## config.mk

```make
export PLATFORM = sky130hd
export DESIGN_NAME = pc_redirect_ctrl_flat
export DESIGN_NICKNAME = d
export VERILOG_FILES = /design/src/rtl/pc_redirect_ctrl_pkg.sv /design/src/rtl/pc_redirect_ctrl_if.sv /design/src/rtl/pc_redirect_ctrl_load_use_detect.sv /design/src/rtl/pc_redirect_ctrl.sv /design/src/flat_wrapper.sv
export SDC_FILE = /design/constraint.sdc
export NUM_CORES = 1
export LEC_CHECK = 0
export BUFFER_PORTS_ARGS = -buffer_cell sky130_fd_sc_hd__buf_2
export CORE_MARGIN = 2
export CORE_UTILIZATION = 39
export CTS_CLUSTER_SIZE = 20
export DETAILED_ROUTE_END_ITERATION = 16
export GPL_ROUTABILITY_DRIVEN = 0
export GPL_TIMING_DRIVEN = 0
export PLACE_DENSITY = 0.78
export SLEW_MARGIN = 20
export SYNTH_ARGS = -nofsm -noshare
export SYNTH_HDL_FRONTEND = slang
export SYNTH_SLANG_ARGS = --single-unit
export TNS_END_PERCENT = 20
```

## constraint.sdc

```tcl
create_clock -name clock -period 1.3 [get_ports clock]
set_input_delay 0.26 -clock clock [delete_from_list [all_inputs] [get_ports clock]]
set_output_delay 0.26 -clock clock [all_outputs]
set_load 0.02 [all_outputs]
```

## src/rtl/pc_redirect_ctrl_pkg.sv

```systemverilog
// rtl/pc_redirect_ctrl_pkg.sv - shared pipeline-control types and constants
package pipe_ctrl_pkg;

    typedef enum logic [1:0] {
        RUN     = 2'd0,
        MC_WAIT = 2'd1,
        FLUSH   = 2'd2
    } state_t;

    localparam logic [31:0] RESET_VECTOR = 32'h00400000;
    localparam logic [4:0]  REG_ZERO     = 5'd0;

    localparam int FLUSH_CNT_W = 3;
    typedef logic [FLUSH_CNT_W-1:0] flush_cnt_t;

endpackage

```

## src/rtl/pc_redirect_ctrl_if.sv

```systemverilog
// rtl/pc_redirect_ctrl_if.sv - ID/EX status inputs and PC/squash control outputs
interface pc_redirect_ctrl_if #(
    parameter int XLEN = 32
);
    logic            id_valid;
    logic [4:0]      id_rs1;
    logic [4:0]      id_rs2;
    logic            id_use_rs1;
    logic            id_use_rs2;
    logic            ex_valid;
    logic            ex_is_load;
    logic [4:0]      ex_rd;
    logic            ex_branch;
    logic            ex_taken;
    logic [XLEN-1:0] ex_target;
    logic            ex_mc_start;
    logic            ex_mc_done;
    logic            stall;
    logic            succ;
    logic [XLEN-1:0] new_addr;
    logic            flush_front;
    logic            bubble_ex;
    logic            misalign;

    modport master (
        output id_valid, id_rs1, id_rs2, id_use_rs1, id_use_rs2,
        output ex_valid, ex_is_load, ex_rd, ex_branch, ex_taken, ex_target,
        output ex_mc_start, ex_mc_done,
        input  stall, succ, new_addr, flush_front, bubble_ex, misalign
    );

    modport slave (
        input  id_valid, id_rs1, id_rs2, id_use_rs1, id_use_rs2,
        input  ex_valid, ex_is_load, ex_rd, ex_branch, ex_taken, ex_target,
        input  ex_mc_start, ex_mc_done,
        output stall, succ, new_addr, flush_front, bubble_ex, misalign
    );
endinterface

```

## src/rtl/pc_redirect_ctrl_load_use_detect.sv

```systemverilog
// rtl/pc_redirect_ctrl_load_use_detect.sv - combinational load-use hazard compare
module load_use_detect
    import pipe_ctrl_pkg::*;
(
    input  logic       id_valid,
    input  logic [4:0] id_rs1,
    input  logic [4:0] id_rs2,
    input  logic       id_use_rs1,
    input  logic       id_use_rs2,
    input  logic       ex_valid,
    input  logic       ex_is_load,
    input  logic [4:0] ex_rd,
    output logic       hazard
);

    logic rs1_hit;
    logic rs2_hit;

    assign rs1_hit = id_use_rs1 && (id_rs1 == ex_rd);
    assign rs2_hit = id_use_rs2 && (id_rs2 == ex_rd);

    // x0 is never really written, so a load targeting it cannot create a dependency
    assign hazard = id_valid && ex_valid && ex_is_load &&
                    (ex_rd != REG_ZERO) && (rs1_hit || rs2_hit);

endmodule

```

## src/rtl/pc_redirect_ctrl.sv

```systemverilog
// rtl/pc_redirect_ctrl.sv - PC stall/redirect and front-end squash control; option macro MISALIGN_TRAP_EN
module pc_redirect_ctrl
    import pipe_ctrl_pkg::*;
#(
    parameter int              XLEN        = 32,
    parameter int              FLUSH_DEPTH = 2,
    parameter logic [XLEN-1:0] TRAP_VECTOR = 32'h00400100
) (
    input  logic              clock,
    input  logic              reset_n,
    pc_redirect_ctrl_if.slave bus
);

`ifdef MISALIGN_TRAP_EN
    localparam bit TRAP_EN = 1'b1;
`else
    localparam bit TRAP_EN = 1'b0;
`endif

    state_t          state_q, state_n;
    flush_cnt_t      cnt_q, cnt_n;
    logic            succ_q, succ_n;
    logic            mis_q, mis_n;
    logic [XLEN-1:0] addr_q, addr_n;

    logic hazard;
    logic redirect;
    logic trap;

    load_use_detect u_load_use_detect (
        .id_valid   (bus.id_valid),
        .id_rs1     (bus.id_rs1),
        .id_rs2     (bus.id_rs2),
        .id_use_rs1 (bus.id_use_rs1),
        .id_use_rs2 (bus.id_use_rs2),
        .ex_valid   (bus.ex_valid),
        .ex_is_load (bus.ex_is_load),
        .ex_rd      (bus.ex_rd),
        .hazard     (hazard)
    );

    assign redirect = bus.ex_valid && bus.ex_branch && bus.ex_taken;
    assign trap     = TRAP_EN && (bus.ex_target[1:0] != 2'b00);

    always_ff @(posedge clock) begin
        if (!reset_n) begin
            state_q <= RUN;
            cnt_q   <= '0;
            succ_q  <= 1'b0;
            mis_q   <= 1'b0;
            addr_q  <= '0;
        end else begin
            state_q <= state_n;
            cnt_q   <= cnt_n;
            succ_q  <= succ_n;
            mis_q   <= mis_n;
            addr_q  <= addr_n;
        end
    end

    always_comb begin
        state_n         = state_q;
        cnt_n           = cnt_q;
        succ_n          = 1'b0;
        mis_n           = 1'b0;
        addr_n          = addr_q;
        bus.stall       = 1'b0;
        bus.bubble_ex   = 1'b0;
        bus.flush_front = 1'b0;
        unique case (state_q)
            RUN: begin
                // redirect outranks a multi-cycle start, which outranks a load-use stall
                if (redirect) begin
                    succ_n  = 1'b1;
                    mis_n   = trap;
                    addr_n  = trap ? TRAP_VECTOR : bus.ex_target;
                    cnt_n   = flush_cnt_t'(FLUSH_DEPTH);
                    state_n = FLUSH;
                end else if (bus.ex_mc_start) begin
                    state_n = MC_WAIT;
                end else if (hazard) begin
                    bus.stall     = 1'b1;
                    bus.bubble_ex = 1'b1;
                end
            end
            MC_WAIT: begin
                if (bus.ex_mc_done) begin
                    state_n = RUN;
                end else begin
                    bus.stall = 1'b1;
                end
            end
            FLUSH: begin
                // the squashed instructions' hazard and mc_start inputs are ignored here
                if (cnt_q != '0) begin
                    bus.flush_front = 1'b1;
                    bus.bubble_ex   = 1'b1;
                    cnt_n           = cnt_q - 1'b1;
                end
                if (cnt_q <= flush_cnt_t'(1)) begin
                    state_n = RUN;
                end
            end
            default: begin
                state_n = RUN;
                cnt_n   = '0;
            end
        endcase
    end

    assign bus.succ     = succ_q;
    assign bus.misalign = mis_q;
    assign bus.new_addr = addr_q;

endmodule

```

## src/flat_wrapper.sv

```systemverilog
// flat-port wrapper written by rule: the top's interface ports become plain ports
module pc_redirect_ctrl_flat import pipe_ctrl_pkg::*;
#(
    parameter int              XLEN        = 32,
    parameter int              FLUSH_DEPTH = 2,
    parameter logic [XLEN-1:0] TRAP_VECTOR = 32'h00400100
)
  (clock, reset_n, bus_id_valid, bus_id_rs1, bus_id_rs2, bus_id_use_rs1, bus_id_use_rs2, bus_ex_valid, bus_ex_is_load, bus_ex_rd, bus_ex_branch, bus_ex_taken, bus_ex_target, bus_ex_mc_start, bus_ex_mc_done, bus_stall, bus_succ, bus_new_addr, bus_flush_front, bus_bubble_ex, bus_misalign);
  pc_redirect_ctrl_if #(.XLEN(XLEN)) bus_i ();
  input  logic clock;
  input  logic reset_n;
  input wire logic [$bits(bus_i.id_valid)-1:0] bus_id_valid;
  input wire logic [$bits(bus_i.id_rs1)-1:0] bus_id_rs1;
  input wire logic [$bits(bus_i.id_rs2)-1:0] bus_id_rs2;
  input wire logic [$bits(bus_i.id_use_rs1)-1:0] bus_id_use_rs1;
  input wire logic [$bits(bus_i.id_use_rs2)-1:0] bus_id_use_rs2;
  input wire logic [$bits(bus_i.ex_valid)-1:0] bus_ex_valid;
  input wire logic [$bits(bus_i.ex_is_load)-1:0] bus_ex_is_load;
  input wire logic [$bits(bus_i.ex_rd)-1:0] bus_ex_rd;
  input wire logic [$bits(bus_i.ex_branch)-1:0] bus_ex_branch;
  input wire logic [$bits(bus_i.ex_taken)-1:0] bus_ex_taken;
  input wire logic [$bits(bus_i.ex_target)-1:0] bus_ex_target;
  input wire logic [$bits(bus_i.ex_mc_start)-1:0] bus_ex_mc_start;
  input wire logic [$bits(bus_i.ex_mc_done)-1:0] bus_ex_mc_done;
  output wire logic [$bits(bus_i.stall)-1:0] bus_stall;
  output wire logic [$bits(bus_i.succ)-1:0] bus_succ;
  output wire logic [$bits(bus_i.new_addr)-1:0] bus_new_addr;
  output wire logic [$bits(bus_i.flush_front)-1:0] bus_flush_front;
  output wire logic [$bits(bus_i.bubble_ex)-1:0] bus_bubble_ex;
  output wire logic [$bits(bus_i.misalign)-1:0] bus_misalign;
  assign bus_i.id_valid = bus_id_valid;
  assign bus_i.id_rs1 = bus_id_rs1;
  assign bus_i.id_rs2 = bus_id_rs2;
  assign bus_i.id_use_rs1 = bus_id_use_rs1;
  assign bus_i.id_use_rs2 = bus_id_use_rs2;
  assign bus_i.ex_valid = bus_ex_valid;
  assign bus_i.ex_is_load = bus_ex_is_load;
  assign bus_i.ex_rd = bus_ex_rd;
  assign bus_i.ex_branch = bus_ex_branch;
  assign bus_i.ex_taken = bus_ex_taken;
  assign bus_i.ex_target = bus_ex_target;
  assign bus_i.ex_mc_start = bus_ex_mc_start;
  assign bus_i.ex_mc_done = bus_ex_mc_done;
  assign bus_stall = bus_i.stall;
  assign bus_succ = bus_i.succ;
  assign bus_new_addr = bus_i.new_addr;
  assign bus_flush_front = bus_i.flush_front;
  assign bus_bubble_ex = bus_i.bubble_ex;
  assign bus_misalign = bus_i.misalign;
  pc_redirect_ctrl #(.XLEN(XLEN), .FLUSH_DEPTH(FLUSH_DEPTH), .TRAP_VECTOR(TRAP_VECTOR)) u_core (.clock(clock), .reset_n(reset_n), .bus(bus_i));
endmodule
```

# == Word level (Yosys, flattened, before mapping) ==
# Cells that the tools add are included.
# totals
latch_bits,0
memories,0
register_bits,38
inputBits,58
rom_bits,0
ramBits,0
# classes
bitwise,1
div,0
order_cmp,1
eq_ne,9
n_addsub,1
shifts,0
muxes,17
multipliers,0
n_reduce_logical,16
# op_table
cell,count
5-bit equality test,2
3-bit one-hot mux with 3 select lines,1
1-bit logical AND,8
2-bit two-way mux,4
1-bit two-way mux,7
3-bit two-way mux,2
2-bit by 1-bit inequality test with 1-bit output (second input constant),3
2-bit one-hot mux with 3 select lines,1
3-bit AND reduction,2
5-bit nonzero test,1
1-bit one-hot mux with 2 select lines,2
2-bit AND reduction,2
3-bit by 1-bit <= comparator with 1-bit output (second input constant),1
3-bit by 2-bit inequality test with 1-bit output (second input constant),1
3-bit nonzero test,1
3-bit by 1-bit subtractor with 3-bit output (second input constant),1
2-bit by 1-bit equality test with 1-bit output (second input constant),1
2-bit equality test (second input constant),1
2-bit logical NOT,1
2-bit inequality test (second input constant),1
1-bit logical OR,1
1-bit inverter,1

# == Logic depth before layout (Yosys ltp) ==
# Gate-level depths: netlist of the first run.
# logic_depth
ltp_word,8
ltp_mapped,6

# == By module ==
# A second synthesis of the first run with hierarchy kept.
# unflattened
cells_unflattened,204
hier_area_um2,1878.1
# modules_own_cells
module,area_each_um2,seq_area_each_um2,instances,cells_per_inst
pc_redirect_ctrl,1746.7,760.7,1,187
load_use_detect,131.4,0.0,1,17

# == Worst setup path before layout of the first run ==
# No wires, ideal clock.
# synth_path
path_kind,input port to output port
from,in bus_ex_rd[3]
to,out bus_stall
t_arrival_ns,1.289
n_path_buf,0
path_stages,4
path_slack_ns,-0.249
required_ns,1.040
path_cell_list,xor2_1 nor4_1 a32oi_1 o21ai_0
# synth_between
elab_chain_cells,8
word_cells_on_any_way,12
cone_classes,eq/ne (2); mux (4); reduce/logical (6)
# synth_rtl
element,line,text
from (decl),flat_wrapper.sv:19,input wire logic [$bits(bus_i.ex_rd)-1:0] bus_ex_rd;
"5-bit equality test, on equally long branches","pc_redirect_ctrl_load_use_detect.sv:19, pc_redirect_ctrl_load_use_detect.sv:20",
"1-bit logical AND, on equally long branches","pc_redirect_ctrl_load_use_detect.sv:19, pc_redirect_ctrl_load_use_detect.sv:20",
1-bit logical OR,pc_redirect_ctrl_load_use_detect.sv:24,(ex_rd != REG_ZERO) && (rs1_hit || rs2_hit);
1-bit logical AND (*),pc_redirect_ctrl_load_use_detect.sv:24,
1-bit two-way mux (*),pc_redirect_ctrl.sv:81,end else if (hazard) begin
1-bit two-way mux (*),pc_redirect_ctrl.sv:79,end else if (bus.ex_mc_start) begin
1-bit two-way mux (*),pc_redirect_ctrl.sv:73,if (redirect) begin
1-bit one-hot mux with 2 select lines (*),pc_redirect_ctrl.sv:70,unique case (state_q)
to (decl),flat_wrapper.sv:25,output wire logic [$bits(bus_i.stall)-1:0] bus_stall;
# Mark *: on every way between the ends. The rest lies on a longest branch, timed or not.

# == Worst setup path after layout of the first run ==
# layout_path
from,in bus_ex_rd[3]
to,out bus_bubble_ex
# layout_between
elab_chain_cells,8
word_cells_on_any_way,12
cone_classes,eq/ne (2); mux (4); reduce/logical (6)
# layout_rtl
element,line,text
"5-bit equality test, on equally long branches","pc_redirect_ctrl_load_use_detect.sv:19, pc_redirect_ctrl_load_use_detect.sv:20",
"1-bit logical AND, on equally long branches","pc_redirect_ctrl_load_use_detect.sv:19, pc_redirect_ctrl_load_use_detect.sv:20",
1-bit logical OR,pc_redirect_ctrl_load_use_detect.sv:24,
1-bit logical AND (*),pc_redirect_ctrl_load_use_detect.sv:24,
1-bit two-way mux (*),pc_redirect_ctrl.sv:81,
1-bit two-way mux (*),pc_redirect_ctrl.sv:79,
1-bit two-way mux (*),pc_redirect_ctrl.sv:73,
1-bit one-hot mux with 2 select lines (*),pc_redirect_ctrl.sv:70,
to (decl),flat_wrapper.sv:29,output wire logic [$bits(bus_i.bubble_ex)-1:0] bus_bubble_ex;
# Marked as above.

==> flow_metrics.tcl, run 1 <==
set metrics [dict create \
    die-width_um 68.68 \
    postRouteAntennaNets 0 \
    final-setup-viol-count 35 \
    async_flop_share 0 \
    clk_latency_ps 280 \
    syn_area_per_cell_um2 7.998 \
    power.leakage_nw 1.171 \
    totalWireLength_mm 4.331 \
    track_usage 0.1800 \
    p_int_w 0.001980 \
    post-route-period-util 1.280 \
    cp_slowest_cell "or4_4" \
    cts_htree_levels 2 \
    synth_top_area_share 0.4663 \
    swShare 0.2319 \
    grt_first_pass_wirelength_mm 6.285 \
    fin_skew_ps 3.809 \
    root_buffer "clkbuf_8" \
    yosysMostFrequentCell "nand2_1" \
    drt-initial-drc-count 64 \
    violations "negative setup slack" \
    die_h_um 68.68 \
    synth-edff-count 0 \
    antennaDiodeCount 0 \
    crit_type "in -> out" \
    post_drt_wl_per_cell_um 11.74 \
    crit_path_max_incr_delay_ps 530 \
    finalHoldViolations 0 \
    ys_warn_count 0 \
    fmax_ghz 0.6011 \
    nets 379 \
    grtUsageMet2 0.3101 \
    post-route-min-period_ps 1664 \
    route.detailed.drc 0 \
    crit_chain "buf_8, or4_4, o211ai_1, o21bai_2, buf_6" \
    vias 1754 \
    ir_drop_mv 0.8175 \
    cap_violations 0 \
    yosys-top-cells-count "67 x nand2_1, 38 x dfxtp_1, 34 x a21oi_1" \
    fp.coreArea_um2 4000 \
    antenna_found_initial 0 \
    grtUsageMet1 0.2133 \
    cts_buffer_depth 2 \
    crit_fanout 3 \
    cp-end-kind "output port" \
    setup.worst_path.start_class "input pin" \
    finish.utilization 0.6356 \
    post-place-ws_ps -400.9 \
    synth_flop_cell "dfxtp_1" \
    power_frac_comb 0.163 \
    clock-sinks 38 \
    cp.arrival_ps 1400 \
    netlist_area_um2 1632 \
    grt_pass1_vias 1468 \
    busiest_layer "met2" \
    synth.distinct_cells 36 \
    cp.required_ps 1040 \
    numCtsBuffers 5 \
    cts.clk_slew.worst_paths_ps 70 \
    p_switching_w 0.0005979 \
    ios 95 \
    drive_gt1_frac 0.4514 \
    setup_ws_ps -363.5 \
    netlist_instances 204 \
    initial_core_util 0.4079 \
    grt-ovfl-total 0 \
    grt_use_met3 0.04545 \
    synth_seq_cells 38 \
    syn_to_final_growth_pct 55.83 \
    port_buffers 93 \
    min_path_type "in -> reg" \
    fp-row-count 23 \
    rsz0062_at_grt "true" \
    status "finished, violations left" \
    yosysSeqAreaShare 0.4663 \
    synth_area_leaders "dfxtp_1 47%, nand2_1 15%, a21oi_1 10%, xor2_1 4.3%, ha_1 2.3%" \
    pwr-share-seq 0.473 \
    slew_violations 0 \
    drt_pass1_iterations 4 \
    fillerInstances 367 \
    grt_max_degree 12 \
    cts_tree "done" \
    synth_top_area_cell "dfxtp_1" \
    syn_nets 265 \
    cts-hold-fix-buffers 0 \
    post-dp-hpwl_mm 2.972 \
    power_per_cell_area_nw_per_um2 1014 \
    clockPowerShare 0.364 \
    vias_per_cell 4.753 \
    die_area_um2 4717 \
]
[cell usage in the layout (no fill, tap or decap), drive strengths merged, types with 2 or more instances in the layout]
cell type  netlist  routed
buf             11     118
nand2           67      67
dfxtp           38      38
a21oi           34      34
clkbuf           2       9
xor2             8       8
nor2             5       5
nor3             4       4
o21ai            4       4
inv              3       3
nor2b            3       3
ha               3       3
xnor2            2       2
and2             2       2
nor4             2       2
o21bai           2       2
[layout make-up]
class | instances | area (µm²) | share of cell area
inverters | 3 | 11.26 | 0.004429
repair buffers | 107 | 614.3 | 0.2416
well taps | 50 | 62.56 | 0.02461
clock buffers | 7 | 76.32 | 0.03002
clock inverters | 1 | 30.03 | 0.01181
multi-input cells | 150 | 855.8 | 0.3366
plain buffers | 13 | 127.6 | 0.05020
flip-flops and latches | 38 | 764.5 | 0.3007
[path summary, 6_finish.rpt]
path                                from                 endpoint  slack, ps  cells past startpoint
setup reg to reg       u_core.state_q[0]          u_core.cnt_q[1]       -100                      5
setup / recovery            bus_ex_rd[3]            bus_bubble_ex       -360                      5
hold / removal         bus_ex_target[19]  u_core.bus.new_addr[19]        210                      3
hold reg to reg   u_core.bus.new_addr[5]   u_core.bus.new_addr[5]        450                      2
[logic make-up after synthesis]
family          count (synthesis)  synth area share
simple gates                   90            0.2400
compound gates                 45            0.1541
fa+ha+maj                       3           0.02301
other cells                     1          0.002298
mux                             1          0.006901
flops                          38            0.4663
xor+xnor                       10           0.05368
buf+inv                        16           0.05368
[power groups by stage]
stage,clock network (W),registers (W),logic (W)
floorplan,0,0.00128,0.000153
global placement,0,0.00124,0.000345
detailed placement,0,0.00124,0.000350
CTS,0.000977,0.00122,0.000389
global route,0.00102,0.00122,0.000464
finish,0.000940,0.00122,0.000419
[critical path, delay by kind of cell]
family,cells,cell delay (ps)
AND/OR/NAND/NOR,1,530
AO/OA/AOI/OAI,2,380
buffers and inverters,2,240
[registers in the layout, indices dropped and copies added, names as in the netlist]
register	flops
u_core.cnt_q	3
u_core.bus.new_addr	32
u_core.state_q	2
u_core.bus.succ	1
[layer usage]
| layer | share of wire | up-vias |
|---|---|---|
| met2 | 0.51 | 48 |
| met4 | 0.011 | 0 |
| met5 | 0 | - |
| li1 | - | 900 |
| met1 | 0.42 | 802 |
| met3 | 0.061 | 4 |
[metrics by stage]
step	instance area [µm²]	power [W]	cells	setup TNS [ps]	hold WS, ps
2_1_floorplan	1647	0.001437	204	-379.1	377.5
3_3_place_gp	2175	0.001589	347	-4526	438.8
3_5_place_dp	2175	0.001595	347	-5129	444.1
4_1_cts	2431	0.002584	360	-2203	202.7
5_1_grt	2542	0.002705	369	-4649	204.3
6_report	2542	0.002578	369	-2656	212.2
[timing repair]
item / 4_1_cts / 5_1_grt
setup endpoints to repair: 35 / 36
pin swaps: 3 / 6
gates cloned: 0 / 1
gates resized for setup: 37 / 10
buffers inserted: 5 / 8
Note: power is estimated with default switching activity, not from simulation.
==> run 2, diff against run 1 <==
--- a/config.mk
+++ b/config.mk
@@ -6,13 +6,14 @@
 export NUM_CORES = 1
 export LEC_CHECK = 0
 export BUFFER_PORTS_ARGS = -buffer_cell sky130_fd_sc_hd__buf_2
+export CORE_ASPECT_RATIO = 0.75
 export CORE_MARGIN = 2
 export CORE_UTILIZATION = 39
 export CTS_CLUSTER_SIZE = 20
 export DETAILED_ROUTE_END_ITERATION = 16
 export GPL_ROUTABILITY_DRIVEN = 0
 export GPL_TIMING_DRIVEN = 0
-export PLACE_DENSITY = 0.78
+export PLACE_DENSITY = 0.72
 export SLEW_MARGIN = 20
 export SYNTH_ARGS = -nofsm -noshare
 export SYNTH_HDL_FRONTEND = slang
==> run 2 against run 1 <==
- sequential share of layout area increased by 0.16 points
- worst setup slack gained 4.4 ps
- the run still ends with negative setup slack left
- total power is 2.3% higher
- non-clock buffer count is 3 lower
- final cell count is 0.27% higher
- die area increased by 0.11%
- utilization is 0.49 points lower
- first-iteration DRC count is 42% lower
==> flow_metrics.tcl, run 2 (same netlist as run 1, synthesis figures left out) <==
set metrics [dict create \
    slew_violations 0 \
    clk_latency_ps 280 \
    antennaDiodeCount 0 \
    post-route-period-util 1.276 \
    initial_core_util 0.4050 \
    grt_pass1_vias 1523 \
    post-dp-hpwl_mm 2.848 \
    ios 95 \
    fin_skew_ps 2.239 \
    postRouteAntennaNets 0 \
    antenna_found_initial 0 \
    fmax_ghz 0.6027 \
    numCtsBuffers 5 \
    crit_family "simple AND/OR/NAND/NOR gates" \
    layout.cells.most_common "buf_2" \
    reg2regPathDepth 4 \
    final-setup-viol-count 4 \
    cp.required_ps 1040 \
    setup_ws_ps -359.1 \
    holdPathStages 2 \
    fp.coreArea_um2 4029 \
    grt-ovfl-total 0 \
    cts_buffer_depth 2 \
    vias_per_cell 4.586 \
    worst_r2r_startpoint "u_core.state_q[0]" \
    grt_max_degree 12 \
    route.detailed.drc 0 \
    grt_first_pass_wirelength_mm 6.741 \
    fp-row-count 20 \
    min_path_type "in -> reg" \
    ir_drop_mv 0.6528 \
    cp-end-kind "output port" \
    nets 376 \
    setup.worst_path.start_class "input pin" \
    holdWs_ps 205.2 \
    drt-initial-drc-count 37 \
    cp.depth 5 \
    clock-sinks 38 \
    drt_pass1_iterations 4 \
    vias 1697 \
    post-route-min-period_ps 1659 \
    power_per_cell_area_nw_per_um2 1038 \
    cts.clk_slew.worst_paths_ps 70 \
    cap_violations 0 \
    drive_gt1_frac 0.4730 \
    crit_fanout 3 \
    final_cell_mix "89 x buf_2, 64 x nand2_1, 34 x dfxtp_1" \
    cts-hold-fix-buffers 0 \
    root_buffer "clkbuf_8" \
    cts_tree "done" \
    rsz0062_at_grt "true" \
    finalHoldViolations 0 \
    power.leakage_nw 1.162 \
    crit_chain "buf_8, or4_4, o211ai_1, o21bai_2, buf_6" \
    post_drt_wl_per_cell_um 11.37 \
    min-delay-start "reset_n" \
    fin_tns_setup_ps -852.7 \
    totalWireLength_mm 4.208 \
    crit_buf_inv 2 \
    die_area_um2 4722 \
    cp.arrival_ps 1400 \
    status "finished, violations left" \
    cp_slowest_cell "or4_4" \
    largest_register_ff_count 32 \
    startpoint "bus_ex_rd[3]" \
    crit_path_max_incr_delay_ps 510 \
    port_buffers 93 \
    fillerInstances 354 \
    cts_htree_levels 2 \
    track_usage 0.1796 \
    violations "negative setup slack" \
    crit_type "in -> out" \
    syn_to_final_growth_pct 55.75 \
    die-width_um 78.69 \
    die_h_um 60.02 \
]
run 2: cell count changes in the layout (fill, tap and decap cells not counted), moves of 2 or more:
cell      previous run  this run
a21oi_1             34        30
a21oi_2              0         4
buf_4               12        10
clkbuf_1             4         2
nand2_1             66        64
nand2_2              1         3
run 2: what timing repair did:
action | 4_1_cts | 5_1_grt
cloned | 1 | 1
setup buffers | 7 | 3
pin swaps | 4 | 5
resized for setup | 33 | 20
endpoints found under the setup margin | 35 | 35
run 2: per-layer routing:
layer  GRT usage  routed length, µm  up-vias
li1            -                  -      892
met1      0.2400               1928      739
met2      0.2918               1915       64
met3     0.04834                351        2
met4     0.04511                 12        0
met5           0                  0        -
run 2: worst paths after layout:
| check | end | slack (ps) |
|---|---|---|
| min | u_core.cnt_q[1] | 210 |
| min reg2reg | u_core.bus.new_addr[21] | 450 |
| max | bus_bubble_ex | -360 |
| max reg2reg | u_core.cnt_q[1] | -10 |
run 2: power by group:
group	switching [W]	internal, W
sequential	0.0000225	0.00120
clock	0.000388	0.000614
combinational	0.000210	0.000202
total	0.000620	0.00202
run 2: area by class of cell:
class                           instances  area (µm²)  share of cell area
Multi-Input combinational cell        150       862.1              0.3392
Sequential cell                        38       768.2              0.3023
Timing Repair Buffer                  105       599.3              0.2358
Buffer                                 12       116.4             0.04579
Clock buffer                            6       82.58             0.03250
Tap cell                               55       68.82             0.02708
Clock inverter                          1       30.03             0.01182
Inverter                                3       13.76            0.005416
run 2: worst reg2reg max path, delay by kind of cell (launching register included):
kind	cells	cell delay (ps)
and+or+nand+nor	2	540
AOI/OAI and AO/OA	1	150
buffers and inverters	1	150
DFF	1	370
run 2: per-stage QoR:
step | cells | power, W | cell area (µm²) | worst slack [ps] | utilization
2_1_floorplan | 204 | 0.001437 | 1647 | -144.7 | -
3_3_place_gp | 352 | 0.001591 | 2181 | -393.4 | 0.5413
3_5_place_dp | 352 | 0.001595 | 2181 | -389.4 | 0.5413
4_1_cts | 366 | 0.002640 | 2447 | -362.9 | 0.6075
5_1_grt | 370 | 0.002762 | 2541 | -415.7 | 0.6307
6_report | 370 | 0.002637 | 2541 | -359.1 | 0.6307
==> run 3, diff against run 2 <==
--- a/config.mk
+++ b/config.mk
@@ -5,10 +5,11 @@
 export SDC_FILE = /design/constraint.sdc
 export NUM_CORES = 1
 export LEC_CHECK = 0
+export ABC_AREA = 1
 export BUFFER_PORTS_ARGS = -buffer_cell sky130_fd_sc_hd__buf_2
 export CORE_ASPECT_RATIO = 0.75
 export CORE_MARGIN = 2
-export CORE_UTILIZATION = 39
+export CORE_UTILIZATION = 41
 export CTS_CLUSTER_SIZE = 20
 export DETAILED_ROUTE_END_ITERATION = 16
 export GPL_ROUTABILITY_DRIVEN = 0
==> run 3 against run 2 <==
- the run still ends with negative setup slack left
- worst hold slack lost 18 ps
- first-iteration DRC count grew 68%
- final cell count grew 14%
- clock power shrank 15%
- total power grew 0.67%
- count of clock-buffer cells in the layout is the same
- worst setup slack gained 78 ps
- synthesized area grew 14%
- die area grew 7.6%
- utilization shrank 1.7 points
- sequential power is essentially flat
- sequential share of layout area shrank 1.8 points
- critical endpoint is now bus_stall
- largest cell class unchanged
==> flow_metrics.tcl, run 3 <==
set metrics [dict create \
    setup_ws_ps -280.6 \
    fillerInstances 398 \
    postRouteAntennaNets 0 \
    initial_core_util 0.4201 \
    die_h_um 62.24 \
    crit_chain "inv_2, nand2_4, nor2_4, nand2_2, nor3_2, nand2_2, nand2_2, buf_6" \
    grt_first_pass_wirelength_mm 7.527 \
    synth-edff-count 0 \
    syn_to_final_growth_pct 46.09 \
    synth_seq_cells 38 \
    synth.distinct_cells 27 \
    rsz0062_at_grt "true" \
    drt-initial-drc-count 62 \
    cp-end-kind "output port" \
    track_usage 0.1887 \
    cts_htree_levels 2 \
    post-route-min-period_ps 1581 \
    setup.worst_path.start_class "register" \
    post-place-ws_ps -179.4 \
    crit_buf_inv 2 \
    crit_family "simple AND/OR/NAND/NOR gates" \
    die-width_um 81.66 \
    yosys-top-cells-count "50 x nor2_1, 42 x nand2_1, 38 x dfxtp_1" \
    post_drt_wl_per_cell_um 11.34 \
    numCtsBuffers 5 \
    multi_input_area_um2 988.4 \
    slew_violations 0 \
    cp.required_ps 1040 \
    vias_per_cell 4.533 \
    cts_tree "done" \
    root_buffer "clkbuf_8" \
    antenna_found_initial 0 \
    status "finished, violations left" \
    ios 95 \
    routed-wl-met3_um 252 \
    yosysSeqAreaShare 0.4103 \
    grt_pass1_vias 1749 \
    drt_pass1_iterations 4 \
    cp.arrival_ps 1320 \
    fmax_ghz 0.6327 \
    crit_fanout 2 \
    route.detailed.drc 0 \
    totalWireLength_mm 4.784 \
    yosysMostFrequentCell "nor2_1" \
    syn_area_per_cell_um2 7.358 \
    vias 1913 \
    drive_gt1_frac 0.4904 \
    synth_area_leaders "dfxtp_1 41%, nor2_1 10%, nor2_2 9.4%, nand2_1 8.5%, o21ai_0 5.9%" \
    synth_top_area_cell "dfxtp_1" \
    cts-hold-fix-buffers 0 \
    cts_buffer_depth 2 \
    clk_latency_ps 290 \
    port_buffers 93 \
    fin_tns_setup_ps -706.7 \
    crit_path_max_incr_delay_ps 330 \
    seqCellArea_um2 770.7 \
    top_layer "met4" \
    netlist_instances 252 \
    clock-sinks 38 \
    crit_top_cell "nand2_2" \
    netlist_area_um2 1854 \
    cap_violations 0 \
    finalHoldViolations 0 \
    largest_register_ff_count 32 \
    grt-ovfl-total 0 \
    final_cells 422 \
    ys_warn_count 0 \
    place_inst 402 \
    crit_type "reg -> out" \
    violations "negative setup slack" \
    met2_length_mm 2.319 \
    fin_skew_ps 4.634 \
    synth_top_area_share 0.4103 \
    wl_met1_mm 2.175 \
    die_area_um2 5082 \
    power_per_cell_area_nw_per_um2 980.1 \
    grt_max_degree 13 \
    final_cell_mix "90 x buf_2, 47 x nor2_1, 35 x nand2_1" \
    fp-row-count 21 \
    layout.cells.most_common "buf_2" \
    ir_drop_mv 0.6986 \
    post-dp-hpwl_mm 3.369 \
    min_path_type "in -> reg" \
    async_flop_share 0 \
    syn_nets 313 \
    nets 425 \
    power.leakage_nw 1.435 \
    synth_flop_cell "dfxtp_1" \
    cp_slowest_cell "dfxtp_2" \
    final-setup-viol-count 3 \
    post-route-period-util 1.216 \
    fp.coreArea_um2 4414 \
    antennaDiodeCount 0 \
    total_power_w 0.002655 \
    cts.clk_slew.worst_paths_ps 80 \
]
==> run 3: cell count changes after synthesis, sizes merged, moves of 3 or more <==
cell	previous run	this run
a21oi	34	7
buf	11	7
inv	3	23
nand2	67	44
nand3	1	9
nor2	5	79
nor2b	3	0
nor3	4	1
o21ai	4	33
xor2	8	0
==> run 3: final cells by class <==
type,instances,share of cell area
multi-input combinational,181,0.3649
sequential,38,0.2845
timing repair buffer,104,0.2106
buffer,10,0.03972
inverter,23,0.03649
clock buffer,6,0.03048
tap,57,0.02633
clock inverter,2,0.004619
timing repair inverter,1,0.002309
==> run 3: final timing paths <==
check	startpoint	end	slack [ps]	cells past startpoint
max reg2reg	u_core.state_q[0]	u_core.bus.new_addr[10]	30	8
max	u_core.state_q[0]	bus_stall	-280	8
min	bus_ex_target[24]	u_core.bus.new_addr[24]	190	3
min reg2reg	u_core.cnt_q[0]	u_core.cnt_q[0]	470	1
==> run 3: worst min-delay path: stages <==
cell	delay, ps
buf_2	80
nor2_1	30
nor2_1	80
==> run 3: cells by family after synthesis <==
family / count (synthesis) / synth area share
AOI/OAI and AO/OA: 40 / 0.1100
adders and majority gates: 3 / 0.02025
buffers and inverters: 33 / 0.1086
DFF: 38 / 0.4103
other: 1 / 0.002022
and+or+nand+nor: 137 / 0.3489
==> run 3: through the flow <==
| step | utilization | hold slack [ps] | cell area [µm²] |
|---|---|---|---|
| after detailed placement | 0.5454 | 475.1 | 2407 |
| final | 0.6137 | 187.7 | 2709 |
| after CTS | 0.5916 | 181.7 | 2611 |
| after global routing | 0.6137 | 192.5 | 2709 |
| after global placement | 0.5454 | 470.2 | 2407 |
| after floorplan | - | 388.2 | 1871 |
==> run 3: power breakdown <==
group | leakage, nW | total (W) | internal, W | switching [W]
clock | 0.0472 | 0.000847 | 0.000426 | 0.000420
combinational | 1.08 | 0.000559 | 0.000240 | 0.000319
sequential | 0.312 | 0.00125 | 0.00122 | 0.0000287
==> run 3: per-layer routing <==
metal / up-vias / GRT usage
met3: 4 / 0.05523
met5: - / 0
met1: 859 / 0.2337
met4: 0 / 0.05417
li1: 1006 / -
met2: 44 / 0.3156
==> run 3: repair_timing <==
action	4_1_cts	5_1_grt
resized for setup	13	24
pin swaps	7	10
setup buffers	10	6
endpoints found under the setup margin	4	26
gates cloned	0	1
